===== src/rtl/debounce_pkg.sv =====
// Shared types and constants for the debounce measurement sequencer.
// The state encoding is exported on o_state, so the values are fixed.
package debounce_pkg;

  localparam int CNT_W_DEFAULT = 8;

  typedef enum logic [2:0] {
    IDLE    = 3'd0,
    CLEAR   = 3'd1,
    ARMED   = 3'd2,
    MEASURE = 3'd3,
    SETTLE  = 3'd4,
    DONE    = 3'd5
  } state_e;

  function automatic int max_int(input int a, input int b);
    return (a > b) ? a : b;
  endfunction

endpackage


===== src/rtl/debounce_test_sequencer_tick_window_counter.sv =====
// Slow-tick counter with synchronous clear. o_reached flags the tick that
// brings the count to i_term, so the caller can act in that same cycle.
module tick_window_counter #(
  parameter int W = 8
) (
  input  logic         i_clk,
  input  logic         i_rst_n,
  input  logic         i_clr,
  input  logic         i_en,
  input  logic [W-1:0] i_term,
  output logic         o_reached
);

  logic [W-1:0] r_count;

  always_ff @(posedge i_clk or negedge i_rst_n) begin
    if (!i_rst_n) begin
      r_count <= '0;
    end else if (i_clr) begin
      r_count <= '0;
    end else if (i_en) begin
      r_count <= r_count + W'(1);
    end
  end

  // i_term is at least 1, so the subtraction cannot wrap.
  assign o_reached = i_en && (r_count == (i_term - W'(1)));

endmodule


===== src/rtl/debounce_test_sequencer.sv =====
// Runs one bounce-measurement session: clear, arm on first raw edge,
// measure for a window of slow ticks, settle, then capture the counts.
module debounce_test_sequencer
  import debounce_pkg::*;
#(
  parameter int WINDOW_TICKS      = 50,
  parameter int ARM_TIMEOUT_TICKS = 200,
  parameter int CNT_W             = CNT_W_DEFAULT
) (
  input  logic             i_clk,
  input  logic             i_rst_n,
  input  logic             i_start,
  input  logic             i_abort,
  input  logic             i_slow_tick,
  input  logic [CNT_W-1:0] i_lvl_count,
  input  logic [CNT_W-1:0] i_lvl_db_count,
  output logic             o_clr,
  output logic             o_busy,
  output logic             o_done,
  output logic             o_timeout,
  output logic             o_overflow,
  output logic [CNT_W-1:0] o_raw_edges,
  output logic [CNT_W-1:0] o_db_edges,
  output logic [CNT_W-1:0] o_bounce_extra,
  output logic [2:0]       o_state
);

  localparam int TICK_W = $clog2(max_int(WINDOW_TICKS, ARM_TIMEOUT_TICKS) + 1);
  localparam logic [CNT_W-1:0] CNT_MAX = {CNT_W{1'b1}};

  state_e           r_state, w_state_next;
  logic             r_settle;
  logic             r_done, r_timeout, r_overflow;
  logic [CNT_W-1:0] r_raw, r_db, r_extra;

  logic              w_tick_clr, w_tick_en, w_reached;
  logic              w_capture, w_set_timeout, w_clear_flags, w_overflow_hit;
  logic [TICK_W-1:0] w_term;
  logic [CNT_W-1:0]  w_extra;

  // One counter serves both the arm timeout and the measurement window.
  assign w_term    = (r_state == ARMED) ? TICK_W'(ARM_TIMEOUT_TICKS) : TICK_W'(WINDOW_TICKS);
  assign w_tick_en = i_slow_tick && ((r_state == ARMED) || (r_state == MEASURE));

  tick_window_counter #(.W(TICK_W)) u_tick_counter (
    .i_clk     (i_clk),
    .i_rst_n   (i_rst_n),
    .i_clr     (w_tick_clr),
    .i_en      (w_tick_en),
    .i_term    (w_term),
    .o_reached (w_reached)
  );

  always_comb begin
    w_state_next  = r_state;
    w_tick_clr    = 1'b0;
    w_capture     = 1'b0;
    w_set_timeout = 1'b0;
    w_clear_flags = 1'b0;
    case (r_state)
      IDLE: begin
        w_tick_clr = 1'b1;
        if (i_start) begin
          w_state_next  = CLEAR;
          w_clear_flags = 1'b1;
        end
      end
      CLEAR: begin
        w_tick_clr   = 1'b1;
        w_state_next = ARMED;
      end
      ARMED: begin
        if (i_lvl_count != '0) begin
          w_state_next = MEASURE;
          w_tick_clr   = 1'b1;
        end else if (w_reached) begin
          w_state_next  = IDLE;
          w_set_timeout = 1'b1;
        end
      end
      MEASURE: begin
        if (w_reached) w_state_next = SETTLE;
      end
      SETTLE: begin
        if (r_settle) begin
          w_state_next = DONE;
          w_capture    = 1'b1;
        end
      end
      DONE:    w_state_next = IDLE;
      default: w_state_next = IDLE;
    endcase
    if (i_abort && (r_state != IDLE)) begin
      w_state_next  = IDLE;
      w_tick_clr    = 1'b1;
      w_capture     = 1'b0;
      w_set_timeout = 1'b0;
    end
  end

  assign w_overflow_hit = ((r_state == ARMED) || (r_state == MEASURE)) &&
                          ((i_lvl_count == CNT_MAX) || (i_lvl_db_count == CNT_MAX));
  assign w_extra = (i_lvl_count >= i_lvl_db_count) ? (i_lvl_count - i_lvl_db_count) : '0;

  always_ff @(posedge i_clk or negedge i_rst_n) begin
    if (!i_rst_n) begin
      r_state    <= IDLE;
      r_settle   <= 1'b0;
      r_done     <= 1'b0;
      r_timeout  <= 1'b0;
      r_overflow <= 1'b0;
      r_raw      <= '0;
      r_db       <= '0;
      r_extra    <= '0;
    end else begin
      r_state  <= w_state_next;
      r_settle <= (r_state == SETTLE);
      r_done   <= w_capture;
      if (w_clear_flags)      r_timeout <= 1'b0;
      else if (w_set_timeout) r_timeout <= 1'b1;
      if (w_clear_flags)       r_overflow <= 1'b0;
      else if (w_overflow_hit) r_overflow <= 1'b1;
      if (w_capture) begin
        r_raw   <= i_lvl_count;
        r_db    <= i_lvl_db_count;
        r_extra <= w_extra;
      end
    end
  end

  assign o_clr          = (r_state == CLEAR);
  assign o_busy         = (r_state == CLEAR) || (r_state == ARMED) ||
                          (r_state == MEASURE) || (r_state == SETTLE);
  assign o_done         = r_done;
  assign o_timeout      = r_timeout;
  assign o_overflow     = r_overflow;
  assign o_raw_edges    = r_raw;
  assign o_db_edges     = r_db;
  assign o_bounce_extra = r_extra;
  assign o_state        = r_state;

endmodule

===== config.mk =====
export PLATFORM = sky130hd
export DESIGN_NAME = debounce_test_sequencer
export DESIGN_NICKNAME = d
export VERILOG_FILES = /design/src/rtl/debounce_pkg.sv /design/src/rtl/debounce_test_sequencer_tick_window_counter.sv /design/src/rtl/debounce_test_sequencer.sv
export SDC_FILE = /design/constraint.sdc
export NUM_CORES = 1
export LEC_CHECK = 0
export ABC_AREA = 1
export ABC_CLOCK_PERIOD_IN_PS = 2000
export CORE_MARGIN = 2
export CORE_UTILIZATION = 50
export CTS_CLUSTER_DIAMETER = 120
export CTS_CLUSTER_SIZE = 30
export DETAILED_ROUTE_END_ITERATION = 12
export DONT_BUFFER_PORTS = 1
export HOLD_SLACK_MARGIN = 0.1
export PLACE_DENSITY_LB_ADDON = 0.05
export SYNTH_ARGS = -nofsm -noshare
export SYNTH_HDL_FRONTEND = slang
export SYNTH_SLANG_ARGS = --single-unit

===== constraint.sdc =====
create_clock -name i_clk -period 2 [get_ports i_clk]
set_clock_uncertainty 0.05 [all_clocks]
set_input_delay 0.5 -clock i_clk [delete_from_list [all_inputs] [get_ports i_clk]]
set_output_delay 0.5 -clock i_clk [all_outputs]
set_load 0.02 [all_outputs]

==> qor.csv, run 1 <==
metric;value;unit
detailed-route vias per instance;5.23;
r2r setup slk;0.35;ns
total nets after synthesis;336;
CTS Buf Count;5;
final sum of negative setup slack;0;ns
number of maximum-capacitance violations;0;
top achievable clock speed;549;MHz
Placement Setup Slack;0.00566;ns
library cell with the largest summed area after synthesis;sky130_fd_sc_hd__dfrtp_1;
path type of the worst setup path;reg2out;
detailed-route via count;1942;
fraction of layout cells with a size suffix above 1;0.107;
total count of max-transition violations in the final report;0;
total routing usage reported by global routing;0.214;
CTS Buffer Depth;2;
delay contributed by the slowest stage of the critical path;0.39;ns
Arr. time, crit path;1.27;ns
share of the clock period used by the worst path;0.911;
required time worst endpoint;1.45;ns
Worst-Margin Slew;0.504;ns
leading post-synthesis cells by instance count;sky130_fd_sc_hd__nand2_1, sky130_fd_sc_hd__dfrtp_1, sky130_fd_sc_hd__nor2_1;
Post-Syn Area per Cell;7.48;sq um
RSZ-0062 raised after global routing;false;
Worst VDD drop;458;uV
synthesis-to-layout area growth;9.93;%
hold path start;i_lvl_count[7];
met3 Track Usage GR;0.0534;
Worst path depth;4;
Port Buf Inserts;0;
Die Y;71.5;um
num rows;24;
global-route track usage on met1;0.340;
number of global-route vias before repair;1835;
overall routed net length;5.09;mm
Max stage delay cell, worst path;sky130_fd_sc_hd__dfrtp_1;
clock transition at the register clock pins on the worst setup and hold paths after CTS;0.08;ns
Final ANT Viol Nets;0;
largest net degree at the start of global routing;40;
synthesized cell area;0.00228;sq mm
Clk Tree Root Cell;sky130_fd_sc_hd__clkbuf_8;
cells after synthesis;305;
count of TritonRoute iterations in the first routing pass;4;
global-route wire length before repair;8.62;mm
n_diodes;0;
proportion of netlist area held by the largest area contributor;0.428;
starting utilization of the core area;0.520;
Hold/Removal Path Class;in2reg;
H-tree depth;2;
net total in the final layout;349;
length in cells of the worst reg-to-reg path;8;
Synth warnings;0;
sequential cell area fraction in the yosys report;0.428;
count of instances resized after the clock tree is built;0;
routed len/inst;13.7;um
number of distinct library cells after synthesis;29;
final HPWL from detailed placement;3.81;mm
clock tree sinks;39;
cell with the most instances after synthesis;sky130_fd_sc_hd__nand2_1;
chip width;71.5;um
number of hold-slack violations in the final timing report;0;
Placer Congestion;0.801;
power per cell area;914;mW/mm^2
dominant synthesized flop cell;sky130_fd_sc_hd__dfrtp_1;
core area;0.00438;sq mm
Slew headroom;0.664;
remaining global-route overflow;0;
clock latency on the worst-skew pair;0.29;ns
Layout fillers;430;
Synth Register Bits;39;
post-layout worst setup margin;0.177;ns
worst-path fanout max;6;
worst min-delay path endpoint;o_raw_edges[7];
reg-to-reg critical path startpoint;o_state[0];
initial antenna violation count;0;
peak-usage layer in the global routing report;met1;
min cycle time layout;1.82;ns
Post-route DRC;0;
number of enable-type register cells in the synthesized netlist;0;
total area of multi-input combinational cells;0.00114;sq mm
startpoint kind of the worst setup timing path;flop;
ys async rst share;1.00;
reported leakage power;1.32;nW
cell types with the largest area share after synthesis;sky130_fd_sc_hd__dfrtp_1, sky130_fd_sc_hd__nand2_1, sky130_fd_sc_hd__nor2_1, sky130_fd_sc_hd__ha_1, sky130_fd_sc_hd__inv_1;
Largest delay share family, worst path;simple AND/OR/NAND/NOR gates;
outcome;finished, final reports clean;
I/O pin cnt;53;
overall die area;0.00512;sq mm
DRC violation total after the first TritonRoute iteration;112;
cells along the critical path;inv_2, nand2_2, nor2_4, nand3b_1;
setup violation total in the final timing report;0;
CTS tree;built;
r2r endpoint;o_db_edges[4];
crit path capture type;primary output;
hold path depth;2;
crit path buf inv count;1;
Sequential Area;976;sq um
met2 global-route usage;0.279;
## per-layer routing
metal	vias up	part of all wire
met4	0	0.015
met3	7	0.065
li1	996	-
met2	60	0.39
met5	-	0
met1	879	0.53
## stage by stage
stage / instances / instance area (sq um) / hold WS, ns / utilization / total power, mW
after floorplan: 305 / 2280 / 0.154 / - / 1.52
after global placement: 361 / 2380 / 0.155 / 0.542 / 1.69
after detailed placement: 361 / 2380 / 0.155 / 0.542 / 1.69
after CTS: 371 / 2510 / 0.276 / 0.572 / 2.30
after global routing: 371 / 2510 / 0.268 / 0.572 / 2.45
final: 371 / 2510 / 0.279 / 0.572 / 2.29
## report_power, final
part           internal [mW]  switching [mW]  leakage [nW]
registers              0.856          0.0975         0.541
logic                  0.235           0.521         0.723
clock network          0.315           0.267        0.0515
## cells in the final DEF (no fill, tap or decap), types with 7 or more instances in the layout
cell type / count
sky130_fd_sc_hd__o21ai_1: 15
sky130_fd_sc_hd__inv_1: 30
sky130_fd_sc_hd__nand3_1: 20
sky130_fd_sc_hd__buf_4: 8
sky130_fd_sc_hd__nand2_1: 101
sky130_fd_sc_hd__a21oi_1: 8
sky130_fd_sc_hd__dfrtp_1: 39
sky130_fd_sc_hd__nor2_1: 37
sky130_fd_sc_hd__ha_1: 9
sky130_fd_sc_hd__clkbuf_8: 7
## flip-flops by register name, summed over array words and instances, names as in the netlist
name                    cells
o_overflow                  1
o_state                     3
u_tick_counter.r_count      8
o_raw_edges                 8
o_db_edges                  8
o_bounce_extra              8
r_settle                    1
o_done                      1
o_timeout                   1
## kinds of logic (layout without fill, tap and decap cells)
kind of cell	Yosys count	count (layout)	share of synthesized area
adders and majority gates	10	10	0.0581
buffers and inverters	40	54	0.0719
xor gates and xnor gates	4	4	0.0154
AOI/OAI and AO/OA	30	30	0.0686
DFF	39	39	0.428
and+or+nand+nor	182	182	0.358
## timing repair
action	4_1_cts	5_1_grt
hold buffers	2	0
hold endpoints to repair	39	0
setup buffers	0	0
## area by class of cell
type,count,share of cell area
repair buffers,10,0.0359
inverters,36,0.0539
flip-flops and latches,39,0.389
clock buffers,8,0.0399
well taps,52,0.0259
multi-input cells,226,0.455
## worst max-delay path by stage
| stage | startpoint | to | slack (ns) |
|---|---|---|---|
| final | o_state[0] | o_busy | 0.18 |
| after global routing | o_state[0] | o_busy | 0.12 |
| after CTS | o_state[0] | o_busy | 0.18 |
| after detailed placement | i_lvl_count[0] | o_bounce_extra[5] | 0.006 |
| after global placement | i_lvl_count[0] | o_bounce_extra[5] | 0.02 |
| after floorplan | i_lvl_count[0] | o_bounce_extra[7] | 0.03 |
Power figures use the tool's default switching activity.
==> run 2: changes to the inputs <==
--- a/config.mk
+++ b/config.mk
@@ -18,3 +18,4 @@
 export SYNTH_ARGS = -nofsm -noshare
 export SYNTH_HDL_FRONTEND = slang
 export SYNTH_SLANG_ARGS = --single-unit
+export TNS_END_PERCENT = 50
==> results of run 2 <==
Final layout, timing and power as in run 1 (identical DEF).
==> run 3: changes to the inputs <==
--- a/config.mk
+++ b/config.mk
@@ -6,7 +6,7 @@
 export NUM_CORES = 1
 export LEC_CHECK = 0
 export ABC_AREA = 1
-export ABC_CLOCK_PERIOD_IN_PS = 2000
+export ABC_CLOCK_PERIOD_IN_PS = 1680
 export CORE_MARGIN = 2
 export CORE_UTILIZATION = 50
 export CTS_CLUSTER_DIAMETER = 120
==> constraint.sdc (replaced) <==
create_clock -name i_clk -period 1.68 [get_ports i_clk]
set_clock_uncertainty 0.05 [all_clocks]
set_input_delay 0.42 -clock i_clk [delete_from_list [all_inputs] [get_ports i_clk]]
set_output_delay 0.42 -clock i_clk [all_outputs]
set_load 0.02 [all_outputs]
==> run 3 against run 2 <==
Sequential power up 19%. Register-to-register slack worse by 0.18 ns. Sequential share of layout area down 1.5 points. Setup slack worse by 0.17 ns. Die area unchanged. Critical endpoint unchanged. Power up 21%. Clock power up 11%. Largest cell class unchanged. Core utilization up 2.3 points. Global-route usage up 0.54 points. Final area up 4.0%.
==> qor.csv, run 3 (synthesis gave the netlist of run 1 again) <==
metric;value;unit;change
top achievable clock speed;596;MHz;
initial antenna violation count;0;;unchanged
n_diodes;0;;unchanged
crit path capture type;primary output;;
RSZ-0062 raised after global routing;true;;
crit path buf inv count;1;;unchanged
net total in the final layout;358;;+2.6%
total routing usage reported by global routing;0.219;;+0.00535
largest net degree at the start of global routing;40;;unchanged
number of global-route vias before repair;1812;;-1.3%
CTS Buf Count;5;;unchanged
worst-path fanout max;4;;-2
DRC violation total after the first TritonRoute iteration;77;;-31%
hold slack;0.188;ns;-0.0905 ns
placement-stage cell area;0.00246;sq mm;+3.5%
detailed-route via count;1930;;-0.62%
path type of the worst setup path;reg2out;;
overall die area;0.00512;sq mm;unchanged
routed len/inst;13.7;um;-0.28%
number of hold-slack violations in the final timing report;0;;unchanged
Die Y;71.5;um;unchanged
num rows;24;;unchanged
CTS tree;built;;
length in cells of the worst reg-to-reg path;9;;+1
H-tree depth;2;;unchanged
overall power consumption;2.77;mW;+21%
overall routed net length;5.19;mm;+1.9%
min cycle time layout;1.68;ns;
post-layout worst setup margin;0.00286;ns;-0.175 ns
global-route wire length before repair;8.76;mm;+1.6%
Arr. time, crit path;1.21;ns;-0.06 ns
Placement Setup Slack;-0.159;ns;-0.165 ns
I/O pin cnt;53;;unchanged
Largest delay share family, worst path;flip-flops;;
core area;0.00438;sq mm;unchanged
total count of max-transition violations in the final report;0;;unchanged
most frequent standard cell in the layout excluding fill and tap cells;sky130_fd_sc_hd__nand2_1;;
count of TritonRoute iterations in the first routing pass;4;;unchanged
Worst-Margin Slew;0.298;ns;-0.206 ns
outcome;finished, final reports clean;;
setup violation total in the final timing report;0;;unchanged
detailed-route vias per instance;5.09;;-2.7%
switching share of power;0.387;;+0.000471
Post-route DRC;0;;unchanged
commonest cells after routing, fill and taps aside;sky130_fd_sc_hd__nand2_1, sky130_fd_sc_hd__dfrtp_1, sky130_fd_sc_hd__nor2_1;;
starting utilization of the core area;0.520;;unchanged
reg-to-reg critical path startpoint;o_state[2];;
r2r endpoint;u_tick_counter.r_count[7];;
Final ANT Viol Nets;0;;unchanged
Hold/Removal Path Class;in2reg;;
sequential fraction of design power;0.408;;-0.008
share of the clock period used by the worst path;0.998;;
chip width;71.5;um;unchanged
final sum of negative setup slack;0;ns;unchanged
Port Buf Inserts;0;;unchanged
Comb power frac;0.359;;+0.029
startpoint kind of the worst setup timing path;flop;;
Switch Pwr;1.07;mW;+21%
Placer Congestion;0.878;;+9.5%
clock transition at the register clock pins on the worst setup and hold paths after CTS;0.08;ns;about the same
clock tree sinks;39;;unchanged
synthesis-to-layout area growth;14.3;%;
final HPWL from detailed placement;3.97;mm;+4.2%
Max stage delay cell, worst path;sky130_fd_sc_hd__dfrtp_1;;
r2r setup slk;0.17;ns;-0.18 ns
cells along the critical path;buf_4, nand3_1, nand3b_1;;
cell internal power dissipation;1.70;mW;+21%
launch point of the worst path;o_state[0];;
post-route cell area;0.00261;sq mm;+4.0%
fraction of layout cells with a size suffix above 1;0.159;;+0.0524
Worst VDD drop;533;uV;+17%
Slew headroom;0.802;;+0.138
number of maximum-capacitance violations;0;;unchanged
clock latency on the worst-skew pair;0.29;ns;about the same
capture point of the worst path;o_busy;;
remaining global-route overflow;0;;unchanged
CTS Buffer Depth;2;;unchanged
clock share of power;0.233;;-0.021
reported leakage power;1.36;nW;+3.3%
required time worst endpoint;1.21;ns;-0.24 ns
Worst path depth;3;;-1
delay contributed by the slowest stage of the critical path;0.39;ns;about the same
Clk Tree Root Cell;sky130_fd_sc_hd__clkbuf_8;;
power per cell area;1060;mW/mm^2;+16%
run 3: cell count changes in the layout (fill, tap and decap cells not counted), moves of 2 or more:
| cell | previous run | this run |
|---|---|---|
| sky130_fd_sc_hd__nor2_1 | 37 | 35 |
| sky130_fd_sc_hd__nand2_2 | 2 | 4 |
| sky130_fd_sc_hd__nand2_1 | 101 | 99 |
| sky130_fd_sc_hd__nor2_2 | 1 | 3 |
| sky130_fd_sc_hd__buf_4 | 8 | 17 |
| sky130_fd_sc_hd__inv_1 | 30 | 28 |
run 3: cell type report:
type | count | area (sq um)
clock inverter | 1 | 5.00
fill | 429 | 1780
inverter | 36 | 150
timing repair buffer | 19 | 158
clock buffer | 6 | 82.6
sequential | 39 | 976
tap | 52 | 65.1
multi-input combinational | 226 | 1170
run 3: worst min-delay path by stage:
| stage | slack, ns | depth (start not counted) | from | end |
|---|---|---|---|---|
| 6_report | 0.19 | 2 | i_lvl_db_count[0] | o_db_edges[0] |
| 3_3_place_gp | 0.08 | 0 | i_rst_n | o_raw_edges[4] |
| 5_1_grt | 0.20 | 2 | i_lvl_count[7] | o_raw_edges[7] |
| 2_1_floorplan | 0.07 | 0 | i_rst_n | o_bounce_extra[0] |
| 4_1_cts | 0.18 | 2 | i_lvl_db_count[0] | o_db_edges[0] |
| 3_5_place_dp | 0.08 | 0 | i_rst_n | o_raw_edges[6] |
run 3: power groups by stage:
stage / sequential (mW) / clock (mW) / combinational, mW
finish: 1.13 / 0.645 / 0.994
floorplan: 1.19 / 0 / 0.622
CTS: 1.13 / 0.672 / 0.988
global placement: 1.16 / 0 / 0.888
detailed placement: 1.16 / 0 / 0.899
global route: 1.14 / 0.694 / 1.12
run 3: what timing repair did:
| action | CTS | global route |
|---|---|---|
| resized for setup | 0 | 4 |
| endpoints found under the setup margin | 2 | 32 |
| hold buffers | 2 | 0 |
| setup buffers | 3 | 0 |
| endpoints found under the hold margin | 39 | 0 |
run 3: through the flow:
step                      utilization  instances
final                           0.595        379
after global routing            0.595        379
after CTS                       0.593        379
after detailed placement        0.561        367
after global placement          0.561        367
after floorplan                     -        305
run 3: per-layer routing:
layer  vias up  wire, um  GRT usage
met5         -         0          0
met3         5       427     0.0605
met4         0        76     0.0818
met2        54      2130      0.315
met1       859      2550      0.316
li1       1012         -          -
